<file path="src/rtl/lc3b_mem_arbiter.sv">
// lc3b_mem_arbiter
// Shares the single physical-memory line port between the I-cache and the
// D-cache of the pipelined LC-3b core. Simultaneous requests are granted
// round-robin; the command, address and write line toward memory are held in
// registers for the whole transaction. Saturating per-requester grant counters
// are kept for performance reporting.
//
// Ports:
//   clk, reset          system clock, asynchronous active-high reset
//   i_mem_*             I-cache line read port (request held until i_mem_resp)
//   d_mem_*             D-cache line read/write port (held until d_mem_resp)
//   pmem_*              physical memory line port (commands are registered)
//   i_grant_cnt         number of I-cache grants, saturating at all-ones
//   d_grant_cnt         number of D-cache grants, saturating at all-ones
module lc3b_mem_arbiter #(
  parameter int ADDR_WIDTH = 16,
  parameter int LINE_WIDTH = 128,
  parameter int CNT_WIDTH  = 16
) (
  input  logic                  clk,
  input  logic                  reset,
  input  logic                  i_mem_read,
  input  logic [ADDR_WIDTH-1:0] i_mem_address,
  output logic [LINE_WIDTH-1:0] i_mem_rdata,
  output logic                  i_mem_resp,
  input  logic                  d_mem_read,
  input  logic                  d_mem_write,
  input  logic [ADDR_WIDTH-1:0] d_mem_address,
  input  logic [LINE_WIDTH-1:0] d_mem_wdata,
  output logic [LINE_WIDTH-1:0] d_mem_rdata,
  output logic                  d_mem_resp,
  output logic                  pmem_read,
  output logic                  pmem_write,
  output logic [ADDR_WIDTH-1:0] pmem_address,
  output logic [LINE_WIDTH-1:0] pmem_wdata,
  input  logic [LINE_WIDTH-1:0] pmem_rdata,
  input  logic                  pmem_resp,
  output logic [CNT_WIDTH-1:0]  i_grant_cnt,
  output logic [CNT_WIDTH-1:0]  d_grant_cnt
);

  typedef enum logic [1:0] {
    IDLE    = 2'd0,
    SERVE_I = 2'd1,
    SERVE_D = 2'd2,
    TURN    = 2'd3
  } state_e;

  // Encoding of the last_grant register.
  localparam logic GRANT_I = 1'b0;
  localparam logic GRANT_D = 1'b1;

  state_e                  state_q, state_d;
  logic                    last_grant_q, last_grant_d;
  logic                    pmem_read_q, pmem_read_d;
  logic                    pmem_write_q, pmem_write_d;
  logic [ADDR_WIDTH-1:0]   pmem_address_q, pmem_address_d;
  logic [LINE_WIDTH-1:0]   pmem_wdata_q, pmem_wdata_d;
  logic [CNT_WIDTH-1:0]    i_grant_cnt_q, i_grant_cnt_d;
  logic [CNT_WIDTH-1:0]    d_grant_cnt_q, d_grant_cnt_d;
  logic                    i_req_s;
  logic                    d_req_s;

  // Counter increment that sticks at all-ones instead of wrapping.
  function automatic logic [CNT_WIDTH-1:0] sat_inc(input logic [CNT_WIDTH-1:0] v);
    if (&v) begin
      return v;
    end else begin
      return v + {{(CNT_WIDTH-1){1'b0}}, 1'b1};
    end
  endfunction

  assign i_req_s = i_mem_read;
  assign d_req_s = d_mem_read | d_mem_write;

  // Next-state logic: arbitration in IDLE, hold during service, one TURN cycle.
  always_comb begin
    state_d        = state_q;
    last_grant_d   = last_grant_q;
    pmem_read_d    = pmem_read_q;
    pmem_write_d   = pmem_write_q;
    pmem_address_d = pmem_address_q;
    pmem_wdata_d   = pmem_wdata_q;
    i_grant_cnt_d  = i_grant_cnt_q;
    d_grant_cnt_d  = d_grant_cnt_q;
    case (state_q)
      IDLE: begin
        // On a tie the requester that did not win last time is served.
        if (i_req_s && (!d_req_s || (last_grant_q == GRANT_D))) begin
          state_d        = SERVE_I;
          last_grant_d   = GRANT_I;
          pmem_read_d    = 1'b1;
          pmem_write_d   = 1'b0;
          pmem_address_d = i_mem_address;
          i_grant_cnt_d  = sat_inc(i_grant_cnt_q);
        end else if (d_req_s) begin
          // Write wins if the (illegal) read+write combination is presented.
          state_d        = SERVE_D;
          last_grant_d   = GRANT_D;
          pmem_read_d    = ~d_mem_write;
          pmem_write_d   = d_mem_write;
          pmem_address_d = d_mem_address;
          pmem_wdata_d   = d_mem_wdata;
          d_grant_cnt_d  = sat_inc(d_grant_cnt_q);
        end else begin
          state_d = IDLE;
        end
      end
      SERVE_I, SERVE_D: begin
        if (pmem_resp) begin
          state_d      = TURN;
          pmem_read_d  = 1'b0;
          pmem_write_d = 1'b0;
        end else begin
          state_d = state_q;
        end
      end
      TURN: begin
        // Gives the finished owner a cycle to drop its request.
        state_d = IDLE;
      end
      default: begin
        state_d      = IDLE;
        pmem_read_d  = 1'b0;
        pmem_write_d = 1'b0;
      end
    endcase
  end

  // State and registered outputs.
  always_ff @(posedge clk or posedge reset) begin
    if (reset) begin
      state_q        <= IDLE;
      last_grant_q   <= GRANT_D;
      pmem_read_q    <= 1'b0;
      pmem_write_q   <= 1'b0;
      pmem_address_q <= {ADDR_WIDTH{1'b0}};
      pmem_wdata_q   <= {LINE_WIDTH{1'b0}};
      i_grant_cnt_q  <= {CNT_WIDTH{1'b0}};
      d_grant_cnt_q  <= {CNT_WIDTH{1'b0}};
    end else begin
      state_q        <= state_d;
      last_grant_q   <= last_grant_d;
      pmem_read_q    <= pmem_read_d;
      pmem_write_q   <= pmem_write_d;
      pmem_address_q <= pmem_address_d;
      pmem_wdata_q   <= pmem_wdata_d;
      i_grant_cnt_q  <= i_grant_cnt_d;
      d_grant_cnt_q  <= d_grant_cnt_d;
    end
  end

  // Completion is steered to the owner with no added latency; a pmem_resp
  // outside a SERVE state reaches neither cache.
  assign i_mem_resp   = (state_q == SERVE_I) & pmem_resp;
  assign d_mem_resp   = (state_q == SERVE_D) & pmem_resp;
  assign i_mem_rdata  = pmem_rdata;
  assign d_mem_rdata  = pmem_rdata;

  assign pmem_read    = pmem_read_q;
  assign pmem_write   = pmem_write_q;
  assign pmem_address = pmem_address_q;
  assign pmem_wdata   = pmem_wdata_q;
  assign i_grant_cnt  = i_grant_cnt_q;
  assign d_grant_cnt  = d_grant_cnt_q;

endmodule

</file>
<file path="config.mk">
export PLATFORM = sky130hd
export DESIGN_NAME = lc3b_mem_arbiter
export DESIGN_NICKNAME = d
export VERILOG_FILES = /design/src/rtl/lc3b_mem_arbiter.sv
export SDC_FILE = /design/constraint.sdc
export NUM_CORES = 1
export LEC_CHECK = 0
export BUFFER_PORTS_ARGS = -buffer_cell sky130_fd_sc_hd__buf_2
export CAP_MARGIN = 20
export CORE_AREA = 2 2 283 285
export CTS_BUF_LIST = sky130_fd_sc_hd__clkbuf_2
export DETAILED_ROUTE_END_ITERATION = 10
export DIE_AREA = 0 0 285 287
export GPL_ROUTABILITY_DRIVEN = 0
export PLACE_DENSITY = 0.31
export SKIP_CTS_REPAIR_TIMING = 1
export SLEW_MARGIN = 20
export SYNTH_ARGS = -nofsm -noshare
export SYNTH_HDL_FRONTEND = slang
export SYNTH_SLANG_ARGS = --single-unit
</file>
<file path="constraint.sdc">
create_clock -name clk -period 10 [get_ports clk]
set_clock_uncertainty 0.1 [all_clocks]
set_input_delay 0.5 -clock clk [delete_from_list [all_inputs] [get_ports clk]]
set_output_delay 0.5 -clock clk [all_outputs]
set_load 0.1 [all_outputs]
</file>
# Word level (Yosys, flattened, before mapping)

Index checks and enable logic that the tools add are counted.

Register bits: 181
Latch bits: 0
Memory bits (writable): 0
Memory bits (read-only): 0
Input bits: 294
Output and inout port bits: 436
Word-level logic and storage cells: 51
Memories: 0

Add/sub/neg operators: 2
$mul: 0
Divide/modulo/power cells: 0
Magnitude comparators: 0
Equality and inequality tests: 5
Shift operators: 0
Multiplexer cells: 15
Bitwise gates (word level): 7
Reductions and logical operators: 14

Operators with widths:

| cell                    | count |
|---|---|
| $add A16 B1 Y16 const B | 2 |
| $mux W16                | 2 |
| $reduce_and A16 Y1      | 2 |
| $reduce_and A3 Y1       | 3 |
| $mux W1                 | 7 |
| $mux W2                 | 3 |
| $pmux W2 S3             | 1 |
| $eq A2 B2 Y1 const B    | 2 |
| $not A1 Y1              | 4 |
| $pmux W1 S2             | 2 |
| $reduce_and A4 Y1       | 1 |
| $reduce_bool A2 Y1      | 2 |
| $ne A3 B3 Y1 const B    | 1 |
| $and A1 B1 Y1           | 2 |
| $eq A2 B1 Y1 const B    | 1 |
| $logic_not A2 Y1        | 1 |
| $ne A2 B2 Y1 const B    | 1 |
| $reduce_and A2 Y1       | 1 |
| $reduce_or A2 Y1        | 1 |
| $logic_and A1 B1 Y1     | 1 |
| $logic_not A1 Y1        | 1 |
| $logic_or A1 B1 Y1      | 1 |
| $or A1 B1 Y1            | 1 |

# Logic depth before layout (Yosys ltp)

Word-level depth: 6
Mapped depth: 9
Mapped depth without buffers: 6

# Least setup slack after synthesis

Ideal clock, no wire load.

Kind: register to register
Start point: register i_grant_cnt_q[0], in the netlist i_grant_cnt[0]
End point: register i_grant_cnt_q[14], in the netlist i_grant_cnt[14]
Library setup time: 0.126 ns
Data arrival time: 2.422 ns
Required time: 9.774 ns
Path slack: 7.352 ns
Stages on the path, launching flop included: 6
Buffers on the path: 0
Clock period less this slack: 2.648 ns
Path through: dfrtp_1 > ha_1 > nand4_1 > nor4b_1 > nand4_1 > mux2_2

Longest elaborated chain between the ends: 3
Elaborated cells on any way between the ends: 4
Those cells by class: 1 x add/sub; 1 x bitwise; 2 x reduce/logical

RTL lines:

| element                                                                 | RTL line | text |
|---|---|---|
| start: declaration                                                      | 59       | `logic [CNT_WIDTH-1:0] i_grant_cnt_q, i_grant_cnt_d;` |
| start signal: assignment                                                | 139      | `i_grant_cnt_q <= {CNT_WIDTH{1'b0}};` |
| start signal: assignment                                                | 148      | `i_grant_cnt_q <= i_grant_cnt_d;` |
| parallel branches: the longest is 3 deep, another holds $add A16 B1 Y16 | --       |  |

Several ways; the timed one is not identified.
A chain may end at the register's enable or synchronous reset.

# Final worst setup path

Start point: register state_q[0]
End point: register pmem_wdata_q[66], in the netlist pmem_wdata[66]

Longest elaborated chain between the ends: 2

RTL lines:

| element                            | RTL line | text |
|---|---|---|
| start: declaration                 | 53       | `state_e state_q, state_d;` |
| start signal: assignment           | 142      | `state_q <= state_d;` |
| $logic_not A2 Y1                   | 86       | `case (state_q)` |
| $reduce_and A3 Y1 (no source line) | --       |  |
| end signal: assignment             | 138      | `pmem_wdata_q <= {LINE_WIDTH{1'b0}};` |
| end signal: assignment             | 147      | `pmem_wdata_q <= pmem_wdata_d;` |
| end: declaration                   | 58       | `logic [LINE_WIDTH-1:0] pmem_wdata_q, pmem_wdata_d;` |

Every way passes these cells.

==> flow_metrics.py <==
metrics = {
    "setup_path": {
        "path_cells": "inv_1, ha_1, a21boi_1, and2_4, buf_4, nand2_1, nand2_1",
        "critical_path_class": "flip-flop to flip-flop",
        "critPathBufInv": 2,
        "cp_common_cell": "nand2_1",
        "cp_max_fo": 91,
        "crit_path_start_kind": "flip-flop",
        "cp_slowest_stage_delay_ps": 870,
        "cp_top_family": "buffers and inverters",
        "cp.arrival_ps": 4210,
        "critPathCaptureType": "flip-flop",
        "cp_slowest_cell": "buf_4",
        "crit_required_ps": 10910,
        "reg2reg_depth": 7,
        "cp_num_cells": 7,
    },
    "detailed_routing": {
        "drc": 0,
        "via_count": 8016,
        "drt_first_pass_iters": 4,
        "ant_nets": 0,
        "vias_per_cell": 3.21,
        "wl_per_cell_um": 13.4,
        "routed_wl_mm": 33.3,
        "drtIter0Drc": 264,
    },
    "yosys": {
        "syn_nets": 1349,
        "yosys_warnings": 0,
        "seq_area_frac_synth": 0.485,
        "async_reset_ff_frac": 1.00,
        "synth_top_area_frac": 0.482,
        "ys_top_cells_by_area": "dfrtp_1 (48%), buf_4 (21%), nand2_1 (17%)",
        "yosys.area.top_type": "dfrtp_1",
        "synth_area_per_cell_um2": 8.91,
        "synth_area_um2": 9340,
        "synth_enable_flop_cells": 0,
        "synth_flop_cell": "dfrtp_1",
        "ys_ff_latch": 181,
        "synth.distinct_cells": 45,
        "syn_inst": 1049,
    },
    "floorplan": {
        "core-area_um2": 78600,
        "die_area_um2": 81800,
        "initial_utilization": 0.119,
        "rows": 103,
        "ios": 730,
        "fp.dieH_um": 287,
        "die_w_um": 285,
    },
    "power": {
        "ir_drop_mv": 0.242,
        "pwr_density_cell_nw_per_um2": 377,
        "p_leak_nw": 6.85,
    },
    "clock_tree": {
        "clock_latency_ps": 1030,
        "htree_levels": 4,
        "cts_made_buffers": 17,
        "clk_path_buf_depth": 2,
        "cts_tree": "yes",
        "clk_pin_slew_ps": 340,
        "cts-root-buf": "clkbuf_2",
        "cts.sinks": 181,
    },
    "sta": {
        "worst_slew_pin_slew_ps": 995,
        "rsz0062_at_grt": "false",
        "finalSetupTns_ps": 0,
        "clock.fmax_mhz": 303,
        "period_minus_slack_ps": 3300,
        "hold_viol_final": 0,
        "maxSlewViolCount": 0,
        "finalCritPeriodShare": 0.330,
        "maxSlewHeadroom": 0.337,
        "finalSetupViolCount": 0,
    },
    "placement": {
        "portBuffers": 345,
        "dpl.hpwl_mm": 23.0,
        "placed_cells": 2159,
    },
    "layout": {
        "register_area_um2": 4530,
        "layout_commonest_cell": "nand2_1",
        "final_layout_size_suffix_gt1_frac": 0.277,
        "multi_input_comb_area_um2": 2730,
        "area_growth_pct": 46.3,
        "fin_cells": 2498,
        "nets": 1729,
        "final_cell_mix": "nand2_1 (415), buf_2 (345), dlygate4sd3_1 (301)",
        "n_fill_cell": 8876,
    },
    "global_routing": {
        "grt_overflow": 0,
        "grt_max_degree": 92,
        "grt_pass1_vias": 7310,
        "grt_antenna_before_repair": 5,
        "grt_pass1_wl_mm": 46.8,
        "track_usage": 0.0772,
    },
    "worst_hold_path": {
        "whs_path_depth": 4,
        "min_path_type": "primary input to flip-flop",
    },
    "job": {
        "cap_viol_max_count": 0,
    },
    "status": {
        "status": "finished clean",
    },
}
## layer usage
layer | GRT usage | share of wire | vias up
met3 | 0.0445 | 0.11 | 94
met1 | 0.0847 | 0.39 | 3719
met2 | 0.115 | 0.46 | 393
li1 | - | - | 3804
met5 | 0 | 0.0011 | -
met4 | 0.0469 | 0.045 | 6
## worst register-to-register path, cell delays in order (launching register included)
cell and delay (ps):
dfrtp_1 470, inv_1 110, ha_1 360, a21boi_1 430, and2_4 570, buf_4 870
nand2_1 260, nand2_1 100
## kinds of logic (layout without fill, tap and decap cells)
family,after synthesis,in the layout,share of synthesized area
AO/OA/AOI/OAI,34,34,0.0230
XOR/XNOR,25,25,0.0234
adder cells (fa/ha/maj),6,6,0.00804
buffers and inverters,299,692,0.225
flip-flops,181,181,0.485
multiplexers,21,21,0.0232
other,0,6,0
AND/OR/NAND/NOR,483,483,0.212
## area by class of cell
type	instances	area share
well taps	1050	0.0961
flip-flops and latches	181	0.332
multi-input cells	569	0.200
diodes	6	0.00110
clock buffers	17	0.00623
repair buffers	652	0.350
clock inverters	15	0.0121
inverters	8	0.00275
## sequential cells by signal (all words and copies together), names as in the netlist
register / cells
last_grant_q: 1
pmem_write: 1
pmem_address: 16
pmem_wdata: 128
pmem_read: 1
state_q: 2
d_grant_cnt: 16
i_grant_cnt: 16
## synthesized netlist by cell type, types with 2 or more instances
master and number:
or3_1 2, buf_4 256, nand3_1 9, ha_1 6, o2bb2ai_1 2, clkbuf_1 18
nor3_1 7, and2_1 3, mux2_2 5, a31oi_1 3, or2_2 2, nor2_1 8
xnor2_1 7, nor4_1 10, nand4_1 11, dfrtp_1 180, mux2i_1 16, nor4b_1 3
a21oi_1 2, nand2b_1 2, and3_1 2, a311oi_1 2, xor2_1 18, nand2_1 416
inv_1 8, buf_2 15, o21ai_0 18
## metrics by stage
step	power, mW	instance area (um^2)	util	setup WS (ps)	hold WS, ps
6_report	5.16	13700	0.174	6700	113
2_1_floorplan	4.47	9340	-	4490	344
3_5_place_dp	4.63	10400	0.132	6570	358
5_1_grt	5.45	13700	0.174	6310	-14.8
4_1_cts	5.13	10600	0.135	6540	-926
3_3_place_gp	4.62	10400	0.132	6640	354
## report_power, final
| group | internal [mW] | switching (mW) |
|---|---|---|
| combinational | 0.559 | 2.91 |
| clock | 0.104 | 0.349 |
| sequential | 1.04 | 0.190 |
| total | 1.71 | 3.45 |
## final timing paths
check	startpoint	endpoint	slack, ps
max	state_q[0]	pmem_wdata[66]	6700
max reg2reg	state_q[0]	pmem_wdata[66]	6700
min reg2reg	last_grant_q	last_grant_q	390
min	d_mem_wdata[80]	pmem_wdata[80]	110
min in group asynchronous	reset	pmem_wdata[110]	490
max in group asynchronous	reset	pmem_wdata[64]	7940
Note: power is estimated with default switching activity, not from simulation.
